**src/rtl/if_stage.sv**
```systemverilog
// Instruction-fetch stage: owns the PC, keeps one instruction-memory request in flight,
// buffers the returned word for decode, and restarts at real_pc on an execute redirect.
module if_stage #(
  parameter logic [31:0] RESET_PC         = 32'h0000_0000,
  parameter int          IF_TO_ID_DATA_WD = 64
) (
  input  logic                        clk,
  input  logic                        rst,
  input  logic                        cancle,
  input  logic [31:0]                 real_pc,
  input  logic                        id_allowin,
  output logic                        if_to_id_valid,
  output logic [IF_TO_ID_DATA_WD-1:0] if_to_id_data,
  output logic                        inst_req_valid,
  input  logic                        inst_req_ready,
  output logic [31:0]                 inst_addr,
  input  logic                        inst_resp_valid,
  output logic                        inst_resp_ready,
  input  logic [31:0]                 inst_rdata
);

  typedef enum logic [1:0] {
    REQ  = 2'd0,
    WAIT = 2'd1,
    HOLD = 2'd2
  } state_t;

  state_t      state;
  logic [31:0] pc;
  logic [31:0] inst_buf;
  logic        drop;

  // Handshake outputs are gated by rst so nothing is offered or consumed while in reset,
  // even on the first reset cycle before the state register has been cleared.
  assign inst_req_valid  = rst && (state == REQ);
  assign inst_resp_ready = rst && (state == WAIT);
  assign if_to_id_valid  = rst && (state == HOLD) && !cancle;
  assign inst_addr       = pc;
  assign if_to_id_data   = IF_TO_ID_DATA_WD'({inst_buf, pc});

  always_ff @(posedge clk) begin
    if (!rst) begin
      state    <= REQ;
      pc       <= RESET_PC;
      inst_buf <= 32'h0;
      drop     <= 1'b0;
    end else begin
      case (state)
        REQ: begin
          if (cancle) begin
            pc <= real_pc;
            // The request accepted this cycle carried the old pc; its response must be dropped.
            if (inst_req_ready) begin
              state <= WAIT;
              drop  <= 1'b1;
            end
          end else if (inst_req_ready) begin
            state <= WAIT;
          end
        end
        WAIT: begin
          if (inst_resp_valid && (drop || cancle)) begin
            drop  <= 1'b0;
            state <= REQ;
            if (cancle) pc <= real_pc;
          end else if (inst_resp_valid) begin
            inst_buf <= inst_rdata;
            state    <= HOLD;
          end else if (cancle) begin
            pc   <= real_pc;
            drop <= 1'b1;
          end
        end
        HOLD: begin
          if (cancle) begin
            pc    <= real_pc;
            state <= REQ;
          end else if (id_allowin) begin
            pc    <= pc + 32'd4;
            state <= REQ;
          end
        end
        default: state <= REQ;
      endcase
    end
  end

endmodule

```
**config.mk**
```make
export PLATFORM = sky130hd
export DESIGN_NAME = if_stage
export DESIGN_NICKNAME = d
export VERILOG_FILES = /design/src/rtl/if_stage.sv
export SDC_FILE = /design/constraint.sdc
export NUM_CORES = 1
export LEC_CHECK = 0
export CAP_MARGIN = 10
export CELL_PAD_IN_SITES_DETAIL_PLACEMENT = 0
export CELL_PAD_IN_SITES_GLOBAL_PLACEMENT = 2
export CORE_ASPECT_RATIO = 2
export CORE_MARGIN = 2
export CORE_UTILIZATION = 24
export CTS_BUF_LIST = sky130_fd_sc_hd__clkbuf_8 sky130_fd_sc_hd__clkbuf_16
export DETAILED_ROUTE_END_ITERATION = 12
export PLACE_DENSITY_LB_ADDON = 0.1
export SLEW_MARGIN = 20
export SYNTH_ARGS = -nofsm -noshare
export SYNTH_HDL_FRONTEND = slang
export SYNTH_SLANG_ARGS = --single-unit
```
**constraint.sdc**
```tcl
create_clock -name clk -period 3.72 [get_ports clk]
set_input_delay 0.372 -clock clk [delete_from_list [all_inputs] [get_ports clk]]
set_output_delay 0.372 -clock clk [all_outputs]
set_load 0.05 [all_outputs]
```
# [Word level (Yosys, flattened, before mapping)]
# Index checks and enable logic that the tools add are counted.
[totals] ff_bits=67 input_bits=70 output_inout_bits=99
[classes] n_addsub=1 n_eq_ne=8 mux=18 bitwise_logic=1 reduce_logical=14
[ops] op="$mux 32" n=5
[ops] op="$pmux 32 s3" n=1
[ops] op="$add 32x3->32 const B" n=1
[ops] op="$mux 2" n=5
[ops] op="$ne 3x2->1 const B" n=3
[ops] op="$reduce_and 3->1" n=3
[ops] op="$pmux 2 s3" n=1
[ops] op="$logic_and 1x1->1" n=5
[ops] op="$mux 1" n=5
[ops] op="$reduce_and 5->1" n=1
[ops] op="$ne 2x2->1 const B" n=2
[ops] op="$ne 3x3->1 const B" n=1
[ops] op="$reduce_bool 3->1" n=1
[ops] op="$eq 2x1->1 const B" n=1
[ops] op="$eq 2x2->1 const B" n=1
[ops] op="$logic_not 2->1" n=1
[ops] op="$pmux 1 s2" n=1
[ops] op="$reduce_bool 2->1" n=1
[ops] op="$logic_not 1->1" n=1
[ops] op="$logic_or 1x1->1" n=1
[ops] op="$not 1->1" n=1

# [Depth between registers and ports, before layout]
# Gate-level depths: netlist of the first run.
[logic_depth] depth_word=4 mapped_depth=8 mapped_depth_nobuf=6

# [Worst setup path before layout of the first run]
# Ideal clock, no wire load.
[synth_path] path_kind="flip-flop to flip-flop" from="register pc[2], in the netlist inst_addr[2]" to="register pc[18], in the netlist inst_addr[18]" setup_ps=74 t_arrival_ps=2076 slack_ps=1570 path_stages_with_launch=7 n_path_buf=0 path_cell_list="dfxtp_1 > ha_1 > nand3_2 > nor4_4 > nand4_1 > or3_1 > a31oi_1"
[synth_between] elab_chain_cells=4
[synth_rtl] item="start: declaration" line_no="29" source="logic [31:0] pc;"
[synth_rtl] item="start signal: assignment" line_no="51" source="pc <= real_pc;"
[synth_rtl] item="start signal: assignment" line_no="65" source="if (cancle) pc <= real_pc;"
[synth_rtl] item="start signal: assignment" line_no="70" source="pc <= real_pc;"
[synth_rtl] item="$add 32x3->32" line_no="79" source="pc <= pc + 32'd4;"
[synth_rtl] item="$mux 32" line_no="78" source="end else if (id_allowin) begin"
[synth_rtl] item="$mux 32" line_no="75" source="if (cancle) begin"
[synth_rtl] item="$pmux 32 s3" line_no="48" source="case (state)"
# No other way between the ends. The select of a mux whose other input is x is not followed.
# A chain may end at the register's enable or synchronous reset.

# [Final worst setup path of the first run]
[layout_path] from="input rst" to="output inst_req_valid"
[layout_between] elab_chain_cells=1
[layout_rtl] item="start: declaration" line_no="8" source="input logic rst,"
[layout_rtl] item="$logic_and 1x1->1" line_no="35" source="assign inst_req_valid = rst && (state == REQ);"
[layout_rtl] item="end: declaration" line_no="14" source="output logic inst_req_valid,"
# No other way between the ends.

==> results of run 1 <==
## cells in the final DEF (no fill, tap or decap), types with 3 or more instances in the layout
cell type / count
nand2_1: 99
and3_1: 7
a21oi_1: 57
nor3b_1: 3
buf_4: 8
and2_1: 6
nor3_1: 11
o21a_1: 3
a2bb2oi_1: 3
a311oi_1: 3
nand4_1: 6
clkbuf_16: 9
o2bb2ai_1: 5
nand2b_1: 4
mux2i_1: 5
nor2_1: 32
o21ai_1: 6
o21ai_0: 15
a31oi_1: 5
clkdlybuf4s50_1: 167
inv_1: 3
o2111ai_1: 3
dfxtp_1: 67
nand3_1: 20
and4_1: 3
or3_1: 3
o22ai_1: 3
## sequential cells by signal (all words and copies together) (netlist names)
| name | flops |
|---|---|
| drop | 1 |
| inst_addr | 32 |
| state | 2 |
| inst_buf | 32 |
## tightest hold or removal path, stage by stage (launching register included)
cell and delay, ps:
dfxtp_1 310, nand2_1 50, a21oi_1 50
## logic make-up (layout without fill, tap and decap cells)
| kind of cell | after synthesis | count (layout) |
|---|---|---|
| adders and majority gates | 1 | 1 |
| muxes | 5 | 5 |
| and+or+nand+nor | 215 | 215 |
| AOI/OAI and AO/OA | 122 | 122 |
| DFF | 67 | 67 |
| buffers and inverters | 65 | 195 |
## layout make-up
class	count	area (um2)	area share, %
Timing Repair Buffer	176	1752	31.75
Sequential cell	67	1341	24.31
Inverter	3	11.26	0.2041
Clock buffer	11	252.7	4.582
Clock inverter	5	28.78	0.5217
Multi-Input combinational cell	343	1887	34.20
Tap cell	195	244.0	4.423
## power breakdown
part | switching, W | internal, W | total [W]
clock | 0.000335 | 0.000483 | 0.000818
combinational | 0.000300 | 0.000197 | 0.000497
sequential | 0.0000511 | 0.000750 | 0.000801
total | 0.000686 | 0.00143 | 0.00212
## stage by stage
step | hold WS (ps) | total power (W) | area, um2 | cells | setup WS (ps)
after global placement | 442.2 | 0.001317 | 5235 | 784 | 1059
after floorplan | 504.2 | 0.001129 | 3626 | 475 | 1570
after CTS | 453.4 | 0.002149 | 5517 | 800 | 1140
after global routing | 469.5 | 0.002216 | 5517 | 800 | 1035
after detailed placement | 446.5 | 0.001319 | 5235 | 784 | 1039
final | 452.0 | 0.002117 | 5517 | 800 | 1155
## how the worst min path moves through the flow
stage / depth (start not counted) / endpoint / slack (ps)
2_1_floorplan: 1 / drop$_SDFFE_PN0P_ / 500
3_3_place_gp: 2 / inst_buf[8]$_SDFFE_PN0P_ / 440
3_5_place_dp: 2 / inst_buf[7]$_SDFFE_PN0P_ / 450
4_1_cts: 2 / inst_buf[20]$_SDFFE_PN0P_ / 450
5_1_grt: 2 / inst_buf[7]$_SDFFE_PN0P_ / 470
6_report: 2 / inst_buf[11]$_SDFFE_PN0P_ / 450
## routing by layer
metal / GRT usage, % / vias up / routed length [um]
li1: - / 1894 / -
met1: 17.24 / 1834 / 4983
met2: 30.85 / 119 / 7110
met3: 3.949 / 18 / 708
met4: 7.260 / 0 / 303
met5: 0 / - / 0
==> run_results.csv, run 1 <==
group,metric,value,unit
route,wl_per_cell,16.38,um
global_route,antenna_found_initial,0,
timing,maxSlewViolCount,0,
floorplanning,die_height,177.8,um
route,drt_pass1_iterations,4,
yosys,synth_edf_count,0,
timing,slew_headroom,53.98,%
floorplanning,core-area,14820,um2
yosys,yosysSeqAreaShare,36.99,%
route,drc,0,
hold_path,hp-start,"inst_buf[11]$_SDFFE_PN0P_",
timing,fin_skew,6.672,ps
yosys,synth.most_common_cell,"nand2_1",
timing,hold_viol_final,0,
yosys,synth_nets,546,
timing,setup_violations,0,
timing,fin_setup_tns,0,ps
clock_tree,cts_buffer_depth,2,
final_layout,layout-drive-gt1-share,5.620,%
setup_path,critPathLaunchType,"input pin",
clock_tree,cts_hold_buf,0,
placement,io_buffers,168,
floorplanning,die_area,16170,um2
yosys,ys.flop_type,"dfxtp_1",
timing,period_share,68.96,%
clock_tree,post_cts_resized,0,
route,drt_iter0_markers,133,
setup_path,end_kind,"output pin",
clock_tree,post_cts_buffers,0,
setup_path,reg2regPathDepth,6,
setup_path,path_cells,"clkdlybuf4s50_1 -> buf_4 -> nand2b_1 -> nor2_1 -> clkdlybuf4s50_1",
timing,fmax,389.8,MHz
floorplanning,initial_core_util,24.47,%
global_route,grt_pass1_wl,20830,um
yosys,synth_area_leader_cell,"dfxtp_1",
global_route,grt_usage,16.47,%
yosys,yosys.area.top_type_share,36.99,%
setup_path,critPathLaunch,"rst",
placement,hpwl,9464,um
global_route,grt_max_degree,46,
yosys,synth_adder_area_share,0.3451,%
final_layout,nFillCells,1622,
route,wirelength,13110,um
setup_path,critPathTopFamily,"buffers and inverters",
timing,worst_slew_pin_slew,690.3,ps
yosys,syn-instance-count,475,
yosys,syn-cell-area,3626,um2
power_and_ir_drop,ir_worst_vdd,0.0002046,V
yosys,synth-simple-area-share,29.54,%
yosys,synthTopCellsByArea,"dfxtp_1, nand2_1, a21oi_1",
timing,rsz0062_at_grt,"false",
clock_tree,htree_levels,3,
floorplanning,die_x,90.92,um
yosys,synth_commonest_cells,"nand2_1, dfxtp_1, a21oi_1",
hold_path,hold_class,"flip-flop to flip-flop",
clock_tree,clk_pin_slew,60,ps
final_layout,syn_to_final_growth,52.14,%
yosys,synth_compound_area_share,20.63,%
route,vias,3865,
yosys,netlist-cell-type-count,59,
global_route,grt-ovfl-total,0,
yosys,synth_top_family_by_area,"simple AND/OR/NAND/NOR gates",
setup_path,worst-path-buf-inv,3,
flow_run,max_cap_violations,0,
floorplanning,num_rows,63,
yosys,async_reset_ff_share,0,%
setup_path,cp.depth,5,
outcome,outcome,"finished, final reports clean",
route,postRouteAntennaNets,0,
setup_path,endpoint,"inst_req_valid",
clock_tree,clock_latency,340,ps
setup_path,path_common_cell,"clkdlybuf4s50_1",
setup_path,cp.required,3350,ps
clock_tree,cts_tree,"done",
placement,place.gp.congestion,0.7654,
final_layout,final_core_util,37.23,%
power_and_ir_drop,p_per_area,383.7,nW/um2
yosys,yosysWarnings,0,
yosys,ys_seq_elements,67,
clock_tree,root_buffer,"clkbuf_16",
setup_path,arrival,2190,ps
clock_tree,cts_buffers,9,
final_layout,antennaDiodeCount,0,
clock_tree,clkSinkCount,67,
setup_path,worstPathMaxFanout,26,
setup_path,r2r_end,"inst_addr[17]$_SDFFE_PN0P_",
timing,period_minus_slack,2565,ps
power_and_ir_drop,leakage,1.918,nW
global_route,grt_pass1_vias,3867,
final_layout,final_nets,671,
setup_path,path_class,"input pin to output pin",
floorplanning,ios,169,
setup_path,regToRegStartpoint,"state[0]$_SDFFE_PN0P_",
setup_path,critPathSlowestCell,"clkdlybuf4s50_1",
yosys,synth.area.mux_share,1.380,%
route,vias_per_cell,4.831,
setup_path,ff2ff_setup_slack,1590,ps
setup_path,crit_path_max_incr_delay,820,ps
yosys,syn_avg_cell_area,7.634,um2
yosys,synthXorXnorAreaFrac,0,%
No activity file was read; power rests on OpenSTA's default activity.
==> run 2: changes to the inputs <==
Settings changed: CORE_UTILIZATION 24 to 20.
Clock period 3.72 ns to 2.1 ns, I/O delays scaled along.
==> run 2 against run 1 <==
Sequential share of layout area down 1.3 points. Register-to-register slack worse by 1300 ps. Design area up 5.7%. First-iteration DRC count down 48%. Setup slack worse by 1000 ps. Clock power up 69%. Hold slack worse by 33 ps. Clock-buffer cell count down 1. Power up 77%. Critical path depth down 3. Sequential cell count unchanged.
==> run_results.csv, run 2 (synthesized netlist as in run 1, its figures left out) <==
group,metric,value,unit
setup_path,end_kind,"output pin",
route,wirelength,14360,um
power_and_ir_drop,leakage,2.094,nW
clock_tree,clk_pin_slew,60,ps
clock_tree,cts_tree,"done",
floorplanning,initial_core_util,20.39,%
setup_path,critPathSlowestCell,"clkdlybuf4s50_1",
placement,io_buffers,168,
setup_path,worstPathMaxFanout,6,
floorplanning,ios,169,
timing,hold_viol_final,0,
route,postRouteAntennaNets,0,
timing,maxSlewViolCount,0,
placement,dp_slack,115.1,ps
floorplanning,num_rows,69,
setup_path,path_cells,"buf_4 -> clkdlybuf4s50_1",
final_layout,antennaDiodeCount,0,
outcome,outcome,"finished, final reports clean",
final_layout,layout-drive-gt1-share,9.968,%
route,drc,0,
flow_run,max_cap_violations,0,
route,vias,3923,
hold_path,hold_class,"input pin to flip-flop",
floorplanning,die_x,99.21,um
route,drt_pass1_iterations,4,
timing,setup_violations,0,
global_route,grt_usage,15.13,%
global_route,grt_pass1_wl,22870,um
timing,period_minus_slack,1984,ps
timing,fin_ws,116.2,ps
route,drt_iter0_markers,69,
final_layout,layout_commonest_cell,"clkdlybuf4s50_1",
clock_tree,clkSinkCount,67,
setup_path,ff2ff_setup_slack,270,ps
clock_tree,cts_buffers,9,
route,wl_per_cell,16.99,um
timing,fmax,504.1,MHz
final_layout,syn_to_final_growth,60.83,%
global_route,grt-ovfl-total,0,
setup_path,crit_path_max_incr_delay,800,ps
floorplanning,die_height,194.4,um
timing,fin_skew,6.610,ps
final_layout,final_nets,699,
clock_tree,cts_hold_buf,0,
timing,fin_setup_tns,0,ps
power_and_ir_drop,ir_worst_vdd,0.0003863,V
global_route,grt_pass1_vias,4066,
route,vias_per_cell,4.643,
global_route,grt_max_degree,47,
clock_tree,clock_latency,340,ps
global_route,antenna_found_initial,0,
setup_path,path_class,"flip-flop to output pin",
placement,place.gp.congestion,0.7542,
placement,hpwl,10910,um
floorplanning,core-area,17780,um2
final_layout,mostFrequentLayoutCells,"clkdlybuf4s50_1, nand2_1, dfxtp_1",
clock_tree,htree_levels,3,
clock_tree,cts_buffer_depth,2,
clock_tree,root_buffer,"clkbuf_16",
timing,period_share,94.47,%
timing,worst_slew_pin_slew,523.4,ps
setup_path,critPathLaunchType,"flip-flop",
setup_path,arrival,1770,ps
timing,rsz0062_at_grt,"false",
power_and_ir_drop,p_per_area,642.3,nW/um2
setup_path,cp.required,1890,ps
timing,slew_headroom,64.99,%
floorplanning,die_area,19290,um2
run 2: cell types whose count changed in the layout (fill, tap and decap cells not counted), sizes merged:
cell / delta
clkinv: -1
clkdlybuf4s50: -2
clkbuf: -1
buf: +30
inv: +2
clkinvlp: -1
run 2: repair_timing:
item | CTS | global route
hold endpoints to repair | 0 | 0
setup endpoints to repair | 0 | 1
buffers inserted | 0 | 0
gates resized for setup | 0 | 1
run 2: cell type report:
cell class / instances / area [um2]
repair buffers: 204 / 2061
well taps: 213 / 266.5
fillers: 1899 / 11950
clock buffers: 10 / 239.0
flip-flops and latches: 67 / 1344
multi-input cells: 343 / 1887
inverters: 3 / 11.26
clock inverters: 5 / 23.77
run 2: path summary, 6_finish.rpt:
| path | from | to | cells after the start |
|---|---|---|---|
| max | inst_addr[12]$_SDFFE_PN0P_ | inst_addr[12] | 2 |
| min | inst_rdata[5] | inst_buf[5]$_SDFFE_PN0P_ | 3 |
| max reg2reg | inst_addr[2]$_SDFFE_PN0P_ | inst_addr[20]$_SDFFE_PN0P_ | 7 |
| min reg2reg | inst_buf[28]$_SDFFE_PN0P_ | inst_buf[28]$_SDFFE_PN0P_ | 2 |
run 2: worst max-delay path, delay by kind of cell (launching register included):
family                 cells  cell delay (ps)
buffers and inverters      2              990
DFF                        1              450
run 2: layer usage:
| layer | GRT usage, % | wire [um] |
|---|---|---|
| met5 | 0 | 0 |
| met3 | 3.164 | 680 |
| met1 | 15.50 | 5202 |
| met4 | 5.226 | 204 |
| met2 | 29.35 | 8269 |
run 2: stage by stage:
step	cells	cell area (um2)	utilization [%]	total power (W)	hold WS, ps
after CTS	845	5828	32.77	0.003830	402.3
after global routing	845	5832	32.79	0.003935	427.0
after detailed placement	830	5565	31.29	0.002402	448.1
after floorplan	475	3628	-	0.002001	346.0
after global placement	830	5565	31.29	0.002401	442.7
final	845	5832	32.79	0.003746	419.4
run 2: report_power, final:
part / internal, W / switching [W]
sequential: 0.00133 / 0.0000700
clock: 0.000810 / 0.000574
combinational: 0.000393 / 0.000569
